<file path="src/rtl/imem_loader.sv">
// imem_loader: writes a length-prefixed byte stream into the instruction memory word by word.
// Ports:
//   clk, reset            system clock, synchronous active-high reset
//   in_valid/in_data      incoming stream byte; in_ready accepts it (state-only)
//   mem_we/addr/data      one-word write port of the instruction memory
//   cpu_hold              holds the core while an image is being loaded
//   done                  one-cycle pulse when the image is complete
//   error                 sticky: header word count larger than the memory
module imem_loader #(
    parameter int unsigned MemSize     = 'h0000_1000,
    parameter bit          HoldAtReset = 1'b1
) (
    input  logic                       clk,
    input  logic                       reset,
    input  logic                       in_valid,
    input  logic [7:0]                 in_data,
    output logic                       in_ready,
    output logic                       mem_we,
    output logic [$clog2(MemSize)-1:0] mem_addr,
    output logic [31:0]                mem_data,
    output logic                       cpu_hold,
    output logic                       done,
    output logic                       error
);
    localparam int unsigned MemAddrWidth = $clog2(MemSize);
    localparam logic [31:0] Words = 32'(MemSize >> 2);
    typedef enum logic [1:0] {HDR, DATA, DONE, ERR} state_e;
    state_e                    state_q, state_d;
    logic [1:0]                byte_cnt_q, byte_cnt_d;
    logic [MemAddrWidth-3:0]   word_idx_q, word_idx_d;
    logic [31:0]               count_q, count_d;
    logic [23:0]               buf_q, buf_d;
    logic                      mem_we_q, mem_we_d;
    logic [MemAddrWidth-1:0]   mem_addr_q, mem_addr_d;
    logic [31:0]               mem_data_q, mem_data_d;
    logic                      hold_q, hold_d;
    logic                      acc;
    logic [31:0]               n_full;
    assign in_ready = (state_q == HDR) || (state_q == DATA);
    assign acc      = in_valid & in_ready;
    assign n_full   = {in_data, count_q[23:0]};
    assign mem_we   = mem_we_q;
    assign mem_addr = mem_addr_q;
    assign mem_data = mem_data_q;
    assign cpu_hold = hold_q;
    assign done     = state_q == DONE;
    assign error    = state_q == ERR;
    always_comb begin
        state_d    = state_q;
        byte_cnt_d = acc ? byte_cnt_q + 2'd1 : byte_cnt_q;
        word_idx_d = word_idx_q;
        count_d    = count_q;
        buf_d      = buf_q;
        mem_we_d   = 1'b0;
        mem_addr_d = mem_addr_q;
        mem_data_d = mem_data_q;
        hold_d     = hold_q;
        case (state_q)
            HDR: if (acc) begin
                hold_d = 1'b1;
                count_d[8*byte_cnt_q +: 8] = in_data;
                if (byte_cnt_q == 2'd3) begin
                    word_idx_d = '0;
                    state_d    = n_full == 32'd0 ? DONE : n_full > Words ? ERR : DATA;
                    hold_d     = n_full != 32'd0;
                end
            end
            DATA: if (acc) begin
                // Bytes enter at the top so the first byte lands in [7:0] after three shifts.
                buf_d = {in_data, buf_q[23:8]};
                if (byte_cnt_q == 2'd3) begin
                    mem_we_d   = 1'b1;
                    mem_addr_d = {word_idx_q, 2'b00};
                    mem_data_d = {in_data, buf_q};
                    word_idx_d = word_idx_q + 1'b1;
                    if (32'(word_idx_q) == count_q - 32'd1) begin
                        state_d = DONE;
                        hold_d  = 1'b0;
                    end
                end
            end
            DONE: begin
                state_d    = HDR;
                byte_cnt_d = '0;
                word_idx_d = '0;
                count_d    = '0;
            end
            default: ;
        endcase
    end
    always_ff @(posedge clk) begin
        if (reset) begin
            state_q    <= HDR;
            byte_cnt_q <= '0;
            word_idx_q <= '0;
            count_q    <= '0;
            buf_q      <= '0;
            mem_we_q   <= 1'b0;
            mem_addr_q <= '0;
            mem_data_q <= '0;
            hold_q     <= HoldAtReset;
        end else begin
            state_q    <= state_d;
            byte_cnt_q <= byte_cnt_d;
            word_idx_q <= word_idx_d;
            count_q    <= count_d;
            buf_q      <= buf_d;
            mem_we_q   <= mem_we_d;
            mem_addr_q <= mem_addr_d;
            mem_data_q <= mem_data_d;
            hold_q     <= hold_d;
        end
    end
endmodule

</file>
<file path="config.mk">
export PLATFORM = sky130hd
export DESIGN_NAME = imem_loader
export DESIGN_NICKNAME = d
export VERILOG_FILES = /design/src/rtl/imem_loader.sv
export SDC_FILE = /design/constraint.sdc
export NUM_CORES = 1
export LEC_CHECK = 0
export BUFFER_PORTS_ARGS = -buffer_cell sky130_fd_sc_hd__buf_4
export CORE_MARGIN = 4
export CORE_UTILIZATION = 35
export DETAILED_ROUTE_END_ITERATION = 10
export SLEW_MARGIN = 20
export SYNTH_ARGS = -nofsm -noshare
export SYNTH_HDL_FRONTEND = slang
export SYNTH_SLANG_ARGS = --single-unit
</file>
<file path="constraint.sdc">
create_clock -name clk -period 3.35 [get_ports clk]
set_input_delay 0.67 -clock clk [delete_from_list [all_inputs] [get_ports clk]]
set_output_delay 0.67 -clock clk [all_outputs]
set_load 0.02 [all_outputs]
</file>
; After elaboration in Yosys (flattened, before gate mapping)
; Index checks and enable logic that the tools add are counted.
[word_totals]
ff_bits = 114
latch_bits = 0
mem_bits_rw = 0
rom_bits = 0
elab_cells = 67
n_memories = 0
[op_classes]
add_sub_neg = 4
mul = 0
n_div = 0
magnitude_cmp = 1
eq_ne = 10
shift = 2
n_mux = 23
n_bitwise = 3
reduce_logical = 15
[op_table]
columns = cell, n
row1 = $pmux 32 s2, 1
row2 = $mux 10, 4
row3 = $neg 5->34, 1
row4 = $shift 8x34->32 const A, 1
row5 = $shiftx 8x34->32, 1
row6 = $bwmux 32, 1
row7 = $eq 10x32->1, 1
row8 = $gt 32x11->1 const B, 1
row9 = $logic_not 32->1, 1
row10 = $mux 32, 1
row11 = $reduce_bool 32->1, 1
row12 = $sub 32x1->32 const B, 1
row13 = $pmux 10 s3, 1
row14 = $mux 2, 7
row15 = $add 10x1->10 const B, 1
row16 = $reduce_and 5->1, 2
row17 = $eq 2x2->1 const B, 3
row18 = $mux 1, 6
row19 = $ne 2x1->1 const B, 3
row20 = $pmux 2 s3, 1
row21 = $reduce_and 6->1, 1
row22 = $ne 2x2->1 const B, 2
row23 = $reduce_and 2->1, 2
row24 = $reduce_bool 2->1, 2
row25 = 11 further kinds, 12

; Longest topological paths before layout
; Gate-level depths: netlist of run 1.
[depth]
depth_word = 6
depth_mapped = 11

; Least setup slack after synthesis of run 1
; No wires, ideal clock.
[synth_path]
path_type = register -> register
startpoint = reg count_q[7]
endpoint = reg state_q[0]
setup_ps = 121
arrival_ps = 2750
t_required_ps = 3229
path_slack_ps = 479
stages_incl_launch_ff = 10
cell_sequence = dfxtp_1 > buf_6 > or4_4 > or4_1 > buf_2 > o31a_1 > a211oi_2 > nand4b_2 > o31ai_4 > mux2_4
[synth_via]
elab_chain_len = 5
[synth_rtl]
columns = element, line_no
row1 = start: declaration, 31  ; logic [31:0] count_q, count_d;
row2 = start signal: assignment, 106  ; count_q <= count_d;
row3 = "parallel branches: the longest is 5 deep, another holds $sub 32x1->32", --
row4 = end signal: assignment, 103  ; state_q <= state_d;
row5 = end: declaration, 28  ; state_e state_q, state_d;
; Several ways; the timed one is not identified. The select of a mux whose other input is x is not followed.
; A chain may end at the register's enable or synchronous reset.

; Worst setup path after layout of run 1
[layout_path]
startpoint = reg count_q[6]
endpoint = reg state_q[0]
; The elaborated chain is that of the path after synthesis.

==> results of run 1 <==
final timing paths:
check	from	endpoint	slack, ps	cells past startpoint
setup / recovery	count_q[6]	state_q[0]	240	7
hold reg to reg	buf_q[4]	mem_data[4]	450	2
setup reg to reg	count_q[6]	state_q[0]	240	7
hold / removal	buf_q[4]	mem_data[4]	450	2
power by group:
part           leakage, nW  switching [mW]  internal (mW)  total (mW)
clock                0.271           0.624           1.12        1.74
sequential           0.919          0.0865           1.42        1.51
combinational         1.17           0.937          0.586        1.52
total                 2.36            1.65           3.13        4.78
synth_stat cells (2+ instances only):
| master | n |
|---|---|
| sky130_fd_sc_hd__a21o_1 | 4 |
| sky130_fd_sc_hd__a21oi_1 | 84 |
| sky130_fd_sc_hd__a22oi_1 | 22 |
| sky130_fd_sc_hd__a31oi_1 | 2 |
| sky130_fd_sc_hd__and2_1 | 3 |
| sky130_fd_sc_hd__and2b_1 | 2 |
| sky130_fd_sc_hd__and3_1 | 4 |
| sky130_fd_sc_hd__buf_1 | 2 |
| sky130_fd_sc_hd__buf_2 | 2 |
| sky130_fd_sc_hd__buf_4 | 2 |
| sky130_fd_sc_hd__buf_6 | 2 |
| sky130_fd_sc_hd__clkbuf_1 | 32 |
| sky130_fd_sc_hd__dfxtp_1 | 114 |
| sky130_fd_sc_hd__ha_1 | 10 |
| sky130_fd_sc_hd__inv_1 | 8 |
| sky130_fd_sc_hd__mux2i_1 | 4 |
| sky130_fd_sc_hd__nand2_1 | 158 |
| sky130_fd_sc_hd__nand2b_1 | 5 |
| sky130_fd_sc_hd__nand3_1 | 16 |
| sky130_fd_sc_hd__nand4_1 | 7 |
| sky130_fd_sc_hd__nor2_1 | 42 |
| sky130_fd_sc_hd__nor2b_1 | 2 |
| sky130_fd_sc_hd__nor3_1 | 15 |
| sky130_fd_sc_hd__nor3b_1 | 2 |
| sky130_fd_sc_hd__nor4_1 | 9 |
| sky130_fd_sc_hd__nor4b_1 | 2 |
| sky130_fd_sc_hd__o211ai_1 | 4 |
| sky130_fd_sc_hd__o21ai_0 | 8 |
| sky130_fd_sc_hd__o311ai_1 | 2 |
| sky130_fd_sc_hd__o31ai_1 | 3 |
| sky130_fd_sc_hd__or2_2 | 3 |
| sky130_fd_sc_hd__or3_1 | 8 |
| sky130_fd_sc_hd__or4_1 | 8 |
| sky130_fd_sc_hd__xnor2_1 | 8 |
| sky130_fd_sc_hd__xor2_1 | 12 |
sequential cells by signal (all words and copies together) (netlist names):
signal	cells
state_q	2
mem_data	32
byte_cnt_q	2
cpu_hold	1
mem_we	1
mem_addr	10
buf_q	24
word_idx_q	10
count_q	32
stage by stage:
step                utilization  instances  setup WS (ps)
floorplan                     -        633            479
global placement          0.402        841            346
detailed placement        0.402        841            279
CTS                       0.443        872            256
global route              0.443        872            112
finish                    0.443        872            245
metal layers:
metal	up-vias	part of all wire
met5	-	0
met4	0	0.016
met3	21	0.045
met2	101	0.46
met1	2194	0.48
li1	2282	-
cells by family after synthesis:
group                      synth area share
DFF                                   0.450
AOI/OAI and AO/OA                     0.169
muxes                                0.0109
and+or+nand+nor                       0.269
adders and majority gates            0.0247
other                              0.000740
buffers and inverters                0.0405
xor gates and xnor gates             0.0346
critical path, cell delays in order, from the launching register on:
cell,delay (ps)
sky130_fd_sc_hd__dfxtp_1,400
sky130_fd_sc_hd__or4_4,610
sky130_fd_sc_hd__or4_1,660
sky130_fd_sc_hd__xnor2_1,180
sky130_fd_sc_hd__o31ai_1,280
sky130_fd_sc_hd__nand4b_2,200
sky130_fd_sc_hd__o31ai_4,340
sky130_fd_sc_hd__mux2_4,320
layout make-up:
class | instances | area, um^2 | area share
clock buffer | 21 | 460 | 0.0741
clock inverter | 10 | 110 | 0.0177
inverter | 8 | 30.0 | 0.00483
multi-input combinational | 471 | 2590 | 0.416
sequential | 114 | 2280 | 0.367
tap | 180 | 225 | 0.0362
timing repair buffer | 68 | 523 | 0.0841
==> key figures, run 1 <==
GRT
  – Grt met3 use: 0.0465
  – Met1 routing resource usage after global routing: 0.234
  – Largest net degree at the start of global routing: 59
  – Vias in the first global route: 4479
  – Most Crowded Layer GR: met2
  – Congestion Overflow GR: 0
  – All-layer global routing usage: 0.172
  – Met2 GRT Util: 0.264
  – Global-route wire length before repair: 22600 um
  – Antenna violations before repair: 0

Clock tree
  – Number of buffers between clock root and the deepest sink: 2
  – Post-CTS setup buffer count: 0
  – Post-CTS Resized: 0
  – Clock tree from TritonCTS: done
  – Clk Latency, worst-skew pair: ~420 ps
  – Number of clock buffers inserted by TritonCTS: 17
  – Maximum level of the CTS H-tree: 4
  – Clock-pin transition on the worst setup and hold timing paths: around 50 ps
  – Cts-stage hold buffer count: 0
  – Library cell used as clock root buffer: sky130_fd_sc_hd__clkbuf_16
  – TritonCTS sink count: 114

Power
  – P per Cell Area: 768 mW/mm^2
  – Static leakage: 2.36 nW
  – Max IR drop VDD: slightly above 0.0004 V
  – Total power: 4.78 mW

Synth
  – Post-synth EDFFs: 0
  – Portion of synthesized cell area occupied by the leading cell type: 0.450
  – Yosys cell types: 56
  – Ranking of synthesized cells by area: sky130_fd_sc_hd__dfxtp_1 (45%), sky130_fd_sc_hd__nand2_1 (12%), sky130_fd_sc_hd__a21oi_1 (8.3%), sky130_fd_sc_hd__a22oi_1 (3.3%), sky130_fd_sc_hd__nor2_1 (3.1%)
  – Part of the Yosys area used for sequential elements: 0.450
  – Flip-flop and latch count after synthesis: about 110
  – Top cell type by total area after synthesis: sky130_fd_sc_hd__dfxtp_1
  – Async set-or-reset flop fraction in the synthesized netlist: 0
  – Number of instances in the synthesized netlist: about 630
  – Synthesized area divided by synthesized cell count: roughly 8 um^2
  – Synth Flop Type: sky130_fd_sc_hd__dfxtp_1
  – Synth warnings: 0
  – Cell area after synthesis: around 0.0051 mm^2

STA
  – Unrepaired setup endpoints after global routing: false
  – Hold Worst Slack: 452 ps
  – Highest clock frequency the design can meet: 322 MHz
  – Final-report max-slew violation count: 0
  – Transition time at the pin with the least slew margin: between 800 and 900 ps
  – Period utilization: 0.927
  – Slew HR: 0.430
  – Period minus WS final: 3110 ps
  – Setup violation total in the final timing report: 0
  – Worst setup skew after layout: 10.5 ps
  – Final hold violations: 0
  – Aggregate negative setup slack: 0 ps

Layout
  – Share of post-route cells with drive strength above 1: 0.158
  – Most common cell after layout, fill and taps aside: sky130_fd_sc_hd__nand2_1
  – Highest-count cells in the layout ignoring fill and taps: sky130_fd_sc_hd__nand2_1 (158), sky130_fd_sc_hd__dfxtp_1 (114), sky130_fd_sc_hd__a21oi_1 (84)
  – Area growth from synthesis to layout: 22.6%
  – Fill cell instance count of the final layout: roughly 1.4k
  – Final non-filler cell area: 0.00622 mm^2
  – Antenna Diode Count: 0
  – Final Net Count: roughly 700

Route
  – Post-detailed-routing wire length: 13600 um
  – First-pass iteration count of the detailed router: 5
  – Number of nets with antenna violations after routing: 0
  – Number of design rule violations left after detail routing: 0
  – Via count: 4598
  – DR iter-0 viols: 394
  – Via count normalized by instance count: 5.27
  – Average routed wire per standard cell: 15.6 um

Flow run
  – Count of max-cap constraint violations: 0

Placement
  – Port buffer count: 57
  – Final estimated routing congestion in global placement: ~0.86
  – DP Wirelength: between 9000 and 10000 um
  – Area of placed instances: 0.00565 mm^2

Min path
  – Worst min-delay path category: register to register

Worst setup path
  – Worst EP required: 3650 ps
  – Type of element capturing the critical path: register
  – Critical Path AT: 3410 ps
  – CP Max Fanout: 11
  – Startpoint type of the worst setup path: register
  – Category of the most critical setup path: register to register

Floorplan
  – Floorplan die area: 0.0165 mm^2
  – Height of the die: between 100 and 150 um
  – Starting density of the core: 0.361
  – Row count: 43
  – # IOs: 60
  – X dimension of the die: 128 um
  – CORE AREA: between 0.01 and 0.015 mm^2

Outcome
  – Run status: completed
Power figures use the tool's default switching activity.
==> run 2, diff against run 1 <==
- REMOVE_ABC_BUFFERS: default -> 1
==> key figures, run 2 (synthesized netlist as in run 1, its figures left out) <==
Layout
  – Area growth from synthesis to layout: 21.9%
  – Highest-count cells in the layout ignoring fill and taps: sky130_fd_sc_hd__nand2_1 (158), sky130_fd_sc_hd__dfxtp_1 (114), sky130_fd_sc_hd__a21oi_1 (84)
  – Area taken by flip-flops and latches: 0.00228 mm^2
  – Most common cell after layout, fill and taps aside: sky130_fd_sc_hd__nand2_1
  – Final Net Count: 702
  – Fill cell instance count of the final layout: ~1.4k
  – Antenna Diode Count: 0
  – Share of post-route cells with drive strength above 1: 0.160
  – Multi-input gate area in the final layout: 0.00259 mm^2

Floorplan
  – CORE AREA: 0.0140 mm^2
  – # IOs: 60
  – Starting density of the core: 0.361
  – Height of the die: 128 um
  – Floorplan die area: 0.0165 mm^2
  – X dimension of the die: ~130 um
  – Row count: between 40 and 50

Worst setup path
  – Series of cell instances along the critical path: inv_1 > ha_1 > or3b_1 > or4_1 > o31a_1 > a211oi_2 > nand4b_2 > o31ai_4 > mux2_4
  – Critical Path AT: 3340 ps
  – Cell at the slowest stage of the critical path: sky130_fd_sc_hd__or4_1
  – Largest stage delay, worst path: about 560 ps
  – Startpoint type of the worst setup path: register
  – R2R Path End: state_q[0]
  – Register-to-register setup slack: 300 ps
  – Worst EP required: 3650 ps
  – Worst setup path endpoint: state_q[0]
  – Cell count of the worst reg-to-reg path: 9
  – Worst setup path start: count_q[0]
  – Type of element capturing the critical path: register
  – Source of the worst register-to-register timing path: count_q[0]
  – CP Max Fanout: 9
  – Category of the most critical setup path: register to register

GRT
  – Met1 routing resource usage after global routing: 0.219
  – Met2 GRT Util: 0.262
  – Antenna violations before repair: 0
  – Congestion Overflow GR: 0
  – Grt met3 use: 0.0386
  – All-layer global routing usage: 0.165
  – Largest net degree at the start of global routing: 44
  – Global-route wire length before repair: about 22000 um
  – Most Crowded Layer GR: met2
  – Vias in the first global route: 4283

STA
  – Highest clock frequency the design can meet: around 330 MHz
  – Worst setup skew after layout: 9.20 ps
  – Period minus WS final: 3050 ps
  – Transition time at the pin with the least slew margin: 862 ps
  – Slew HR: 0.424
  – Final-report max-slew violation count: 0
  – Aggregate negative setup slack: 0 ps
  – Setup violation total in the final timing report: 0
  – Final hold violations: 0
  – Unrepaired setup endpoints after global routing: false
  – Period utilization: 0.910

Route
  – Via count normalized by instance count: 5.16
  – Post-detailed-routing wire length: 13100 um
  – Average routed wire per standard cell: 15.1 um
  – First-pass iteration count of the detailed router: 5
  – DR iter-0 viols: 245
  – Number of design rule violations left after detail routing: 0
  – Number of nets with antenna violations after routing: 0
  – Via count: 4499

Clock tree
  – Number of clock buffers inserted by TritonCTS: 17
  – Post-CTS setup buffer count: 0
  – Number of buffers between clock root and the deepest sink: 2
  – Cts-stage hold buffer count: 0
  – Post-CTS Resized: 0
  – Clock-pin transition on the worst setup and hold timing paths: 50 ps
  – Clk Latency, worst-skew pair: just over 400 ps
  – TritonCTS sink count: 114
  – Maximum level of the CTS H-tree: 4
  – Clock tree from TritonCTS: done
  – Library cell used as clock root buffer: sky130_fd_sc_hd__clkbuf_16

Power
  – P per Cell Area: 744 mW/mm^2
  – Total power: 4.60 mW
  – Max IR drop VDD: between 0.0003 and 0.0004 V
  – Static leakage: 2.35 nW

Placement
  – Final estimated routing congestion in global placement: 0.847
  – Port buffer count: 57
  – DP Wirelength: 9180 um

Min path
  – Worst min-delay path category: register to register

Outcome
  – Run status: completed

Flow run
  – Count of max-cap constraint violations: 0
## run 2: changes by cell type in the layout (fill, tap and decap cells not counted)
| cell | before | now |
|---|---|---|
| sky130_fd_sc_hd__buf_12 | 1 | 0 |
| sky130_fd_sc_hd__buf_4 | 67 | 69 |
| sky130_fd_sc_hd__bufinv_16 | 2 | 1 |
| sky130_fd_sc_hd__clkbuf_1 | 2 | 1 |
| sky130_fd_sc_hd__clkbuf_8 | 2 | 1 |
| sky130_fd_sc_hd__clkinv_2 | 4 | 6 |
| sky130_fd_sc_hd__clkinv_4 | 0 | 1 |
| sky130_fd_sc_hd__clkinvlp_4 | 4 | 3 |
| sky130_fd_sc_hd__nor4b_1 | 2 | 1 |
| sky130_fd_sc_hd__nor4b_2 | 0 | 1 |
## run 2: layout make-up
type                            count  share of cell area
Inverter                            8             0.00486
Clock inverter                     11              0.0148
Sequential cell                   114               0.369
Tap cell                          180              0.0364
Multi-Input combinational cell    471               0.419
Timing Repair Buffer               69              0.0838
Clock buffer                       19              0.0716
## run 2: routing by layer
| layer | up-vias | part of all wire |
|---|---|---|
| met3 | 4 | 0.041 |
| met4 | 0 | 0.0057 |
| li1 | 2281 | - |
| met2 | 86 | 0.49 |
| met1 | 2128 | 0.46 |
| met5 | - | 0 |
## run 2: where the power goes
part / switching [mW] / internal [mW]
Sequential: 0.0865 / 1.42
Clock: 0.615 / 1.02
Combinational: 0.895 / 0.561
Total: 1.60 / 3.00
## run 2: per-stage QoR
stage / cell area [um^2] / util / std cells / hold slack, ps / worst slack, ps
4_1_cts: 6180 / 0.440 / 872 / 454 / 304
3_3_place_gp: 5650 / 0.402 / 842 / 443 / 365
2_1_floorplan: 4900 / - / 593 / 426 / 495
5_1_grt: 6180 / 0.440 / 872 / 468 / 162
3_5_place_dp: 5650 / 0.402 / 842 / 447 / 309
6_report: 6180 / 0.440 / 872 / 453 / 301
## run 2: worst min-delay path by stage
| stage | start | endpoint | depth (start not counted) |
|---|---|---|---|
| finish | buf_q[0] | mem_data[0] | 2 |
| global route | mem_addr[7] | mem_addr[7] | 2 |
| CTS | buf_q[2] | buf_q[2] | 2 |
| detailed placement | buf_q[2] | buf_q[2] | 2 |
| global placement | mem_addr[7] | mem_addr[7] | 2 |
| floorplan | buf_q[0] | mem_data[0] | 2 |
## run 2: worst max-delay path, delay by kind of cell, from the launching register on
kind	cells	cell delay (ps)
compound gates	3	800
fa+ha+maj	1	180
buf+inv	1	60
flops	1	340
mux	1	320
simple gates	3	1230
